**src/rtl/stream_upsizer.sv**
```systemverilog
// Packs RATIO narrow beats into one wide word behind a single-entry output register.
// Define STREAM_UPSIZER_LAST_EN to let last_i close a word early and report it on last_o.
module stream_upsizer #(
  parameter int DATA_WIDTH = 8,
  parameter int RATIO      = 4
) (
  input  logic                        clk_i,
  input  logic                        rst_ni,
  input  logic                        clr_i,
  input  logic                        valid_i,
  output logic                        ready_o,
  input  logic [DATA_WIDTH-1:0]       data_i,
  input  logic                        last_i,
  output logic                        valid_o,
  input  logic                        ready_i,
  output logic [DATA_WIDTH*RATIO-1:0] data_o,
  output logic [RATIO-1:0]            strb_o,
  output logic                        last_o
);

  localparam int CNT_W = $clog2(RATIO);

  typedef enum logic {FILL, FULL} state_t;

  state_t                      state;
  logic [CNT_W-1:0]            cnt;
  logic [DATA_WIDTH*RATIO-1:0] data_q;
  logic [RATIO-1:0]            strb_q;
  logic                        last_q;
  logic                        last_eff;
  logic                        accept;
  logic                        closes;

`ifdef STREAM_UPSIZER_LAST_EN
  assign last_eff = last_i;
`else
  logic unused_last;
  assign unused_last = last_i;
  assign last_eff    = 1'b0;
`endif

  // A held word only frees its slot when downstream takes it, so upstream sees ready_i then.
  assign ready_o = rst_ni && !clr_i && ((state == FILL) || ready_i);
  assign accept  = valid_i && ready_o;
  assign closes  = accept && ((cnt == CNT_W'(RATIO - 1)) || last_eff);

  // The later lane write deliberately overrides the handshake clear, so a beat arriving
  // with the output handshake lands in lane 0 of an otherwise empty word.
  always_ff @(posedge clk_i) begin
    if (!rst_ni || clr_i) begin
      state  <= FILL;
      cnt    <= '0;
      data_q <= '0;
      strb_q <= '0;
      last_q <= 1'b0;
    end else begin
      if (state == FULL && ready_i) begin
        state  <= FILL;
        data_q <= '0;
        strb_q <= '0;
        last_q <= 1'b0;
      end
      if (accept) begin
        data_q[cnt*DATA_WIDTH +: DATA_WIDTH] <= data_i;
        strb_q[cnt]                          <= 1'b1;
        if (closes) begin
          state  <= FULL;
          cnt    <= '0;
          last_q <= last_eff;
        end else begin
          cnt <= cnt + 1'b1;
        end
      end
    end
  end

  assign valid_o = (state == FULL);
  assign data_o  = data_q;
  assign strb_o  = strb_q;
  assign last_o  = last_q;

endmodule

```
**config.mk**
```make
export PLATFORM = sky130hd
export DESIGN_NAME = stream_upsizer
export DESIGN_NICKNAME = d
export VERILOG_FILES = /design/src/rtl/stream_upsizer.sv
export SDC_FILE = /design/constraint.sdc
export NUM_CORES = 1
export LEC_CHECK = 0
export CAP_MARGIN = 0
export CORE_MARGIN = 4
export CORE_UTILIZATION = 49
export CTS_BUF_LIST = sky130_fd_sc_hd__clkbuf_2 sky130_fd_sc_hd__clkbuf_4 sky130_fd_sc_hd__clkbuf_8
export DETAILED_ROUTE_END_ITERATION = 7
export GPL_TIMING_DRIVEN = 0
export PLACE_DENSITY = 0.82
export SETUP_SLACK_MARGIN = 0.2
export SLEW_MARGIN = 20
export SYNTH_ARGS = -nofsm -noshare
export SYNTH_HDL_FRONTEND = slang
export SYNTH_SLANG_ARGS = --single-unit
export TNS_END_PERCENT = 50
```
**constraint.sdc**
```tcl
create_clock -name clk_i -period 1.9 [get_ports clk_i]
set_input_delay 0.38 -clock clk_i [delete_from_list [all_inputs] [get_ports clk_i]]
set_output_delay 0.38 -clock clk_i [all_outputs]
set_load 0.01 [all_outputs]
```
==> impl_metrics.toml, run 1 <==
[status]
status = "finished clean"

[logic_synthesis]
synth_cells = 196
synth_common_cells = "nand3_1, dfxtp_1, mux2i_1, ha_1, o21ai_0"
synth_area_um2 = 1930
synthesis.nets = 217
ys_ff_latch = 40
yosys.area.top_type = "dfxtp_1"
synth_top_area_share_pct = 41.4
yosysSeqAreaShare_pct = 41.4
syn_area_per_cell_um2 = 9.86
yosysMostFrequentCell = "nand3_1"
synth_flop_cell = "dfxtp_1"
yosysWarnings = 0
yosysUniqueCellTypes = 28
ys_async_sr_fraction_pct = 0
synth_edf_count = 0
synthTopCellsByArea = "dfxtp_1, mux2i_1, nand3_1, ha_1, nand4_4"

[global_routing]
grt_overflow = 0
grt_pass1_vias = 1670
antenna_found_initial = 0
grt_usage_pct = 20.0
grt_max_degree = 12
grt_pass1_wl_um = 8000

[routing]
drtIter0Drc = 120
avgViaCountPerCell = 5.68
first_pass_iters = 4
wl_per_cell_um = 17.0
num_vias = 1743
drc = 0
wirelength_um = 5210
ant_nets = 0

[floorplan]
die_area_um2 = 5010
start_util_pct = 51.6
die_h_um = 70.8
die-width_um = 70.8
row_count = 22
design.core.area_um2 = 3740
num_io_pins = 53

[timing]
finalSetupViolCount = 0
fmax_mhz = 586
rsz0062_at_grt = "true"
slew_viol_final = 0
min_period_ns = 1.71
period_share_pct = 89.8
clock_skew_ns = 0.00225
worstMarginPinSlew_ns = 0.372
hold_viol_final = 0
maxSlewHeadroom_pct = 75.2

[setup_path]
cp-start-kind = "flop"
arrival_ns = 1.92
r2r_setup_slack_ns = 0.19
path_class = "reg -> reg"
cp_max_fo = 7
worstPathRequired_ns = 2.11
cp-end-kind = "flop"

[flow_run]
max-cap-violations = 0

[worst_hold_path]
hold_class = "in -> reg"

[clocking]
cts.path.max_buffers = 2
path_clk_slew_ns = 0.07
clock-sinks = 40
cts_tree = "built"
cts_buffers = 5
root_buffer = "clkbuf_8"
insertion_delay_ns = 0.29
cts.htree.levels = 2
cts_hold_buf = 0

[power]
peakVddDrop_uv = 470
leakagePower_uw = 0.00113
power_density_nw_per_um2 = 593
total_power_uw = 1620

[placement]
globalplace.congestion = 0.803
port_buffers = 50
dp_hpwl_um = 3370
place_area_um2 = 2500

[cells_and_area]
syn_to_final_growth_pct = 41.6
antennaDiodeCount = 0
final_layout_size_suffix_gt1_share_pct = 19.3
final_area_um2 = 2740
multi_input_area_um2 = 1090
n_fill_cell = 289
nNetsFinal = 280
seq_area_um2 = 805
postLayoutCoreUtil_pct = 73.1
[critical path, cell delays in order (launching register included)]
cell and delay, ns:
dfxtp_4 0.38, buf_8 0.11, clkinvlp_4 0.13, ha_4 0.37
nor4b_4 0.25, buf_6 0.18, nand3_1 0.08, mux2i_1 0.15
[logic make-up (layout without fill, tap and decap cells)]
kind of cell,count (synthesis),count (layout),share of synthesized area (%)
AND/OR/NAND/NOR,87,87,27.8
flip-flops,40,40,41.4
multiplexers,32,32,16.6
buffers and inverters,18,81,6.21
AO/OA/AOI/OAI,12,12,3.49
adder cells (fa/ha/maj),7,7,4.53
[timing repair]
item	4_1_cts	5_1_grt
gates resized for setup	10	20
setup endpoints to repair	30	33
cloned	0	0
buffers inserted	2	4
pin swaps	0	1
[per-stage QoR]
stage                     cells  hold WS [ns]  setup slack, ns  TNS, ns
after detailed placement    294         0.463           -0.160   -0.555
after global placement      294         0.448           -0.146   -0.344
after CTS                   303         0.425            0.173        0
after floorplan             196         0.481            0.213        0
final                       307         0.415            0.194        0
after global routing        307         0.438           0.0878        0
[placed cells by master, fill, tap and decap left out, types with 2 or more instances in the layout]
master,count
buf_6,5
clkbuf_2,4
o21ai_0,5
clkbuf_8,7
nand3_2,6
nand3_1,58
dfxtp_1,39
nand4_4,3
nor2_1,4
a21oi_1,4
buf_4,8
nand2_1,2
mux2i_1,32
clkdlybuf4s50_1,48
buf_2,4
nor4b_4,2
ha_1,5
a22oi_1,3
[layout make-up]
cell class / count / share of cell area (%)
sequential: 40 / 29.4
multi-input combinational: 138 / 40.0
inverter: 3 / 0.640
timing repair buffer: 56 / 20.0
buffer: 15 / 4.30
tap: 48 / 2.19
clock buffer: 7 / 3.52
[report_power, final]
group	switching [uW]	leakage, uW	internal (uW)
registers	4.05	0.000323	842
logic	95.5	0.000761	77.5
clock network	279	0.0000503	323
[sequential cells by signal (all words and copies together), names as in the netlist]
name and cells:
valid_o 1, cnt 2, data_o 32, last_o 1, strb_o 4
[metal layers]
layer  vias up  track usage, %  wire length (um)
li1        842               -                 -
met4         0            10.6               144
met3        13            3.13               244
met1       835            27.1              2260
met2        53            30.4              2560
met5         -               0                 0
[final timing paths]
path                              from                     to  cells after the start
hold / removal                  rst_ni    cnt[0]$_SDFFE_PP0N_                      3
setup reg to reg   cnt[0]$_SDFFE_PP0N_  data_o[17]$_SDFF_PP0_                      7
hold reg to reg   data_o[1]$_SDFF_PP0_   data_o[1]$_SDFF_PP0_                      2
setup / recovery   cnt[0]$_SDFFE_PP0N_  data_o[17]$_SDFF_PP0_                      7
Power figures use the tool's default switching activity.
==> inputs of run 2 (changes only) <==
CTS_CLUSTER_DIAMETER = 30   (was not set)
SKIP_LAST_GASP = 1   (was not set)
==> results of run 2 <==
The final DEF is identical to that of run 1; final timing and power are the same.
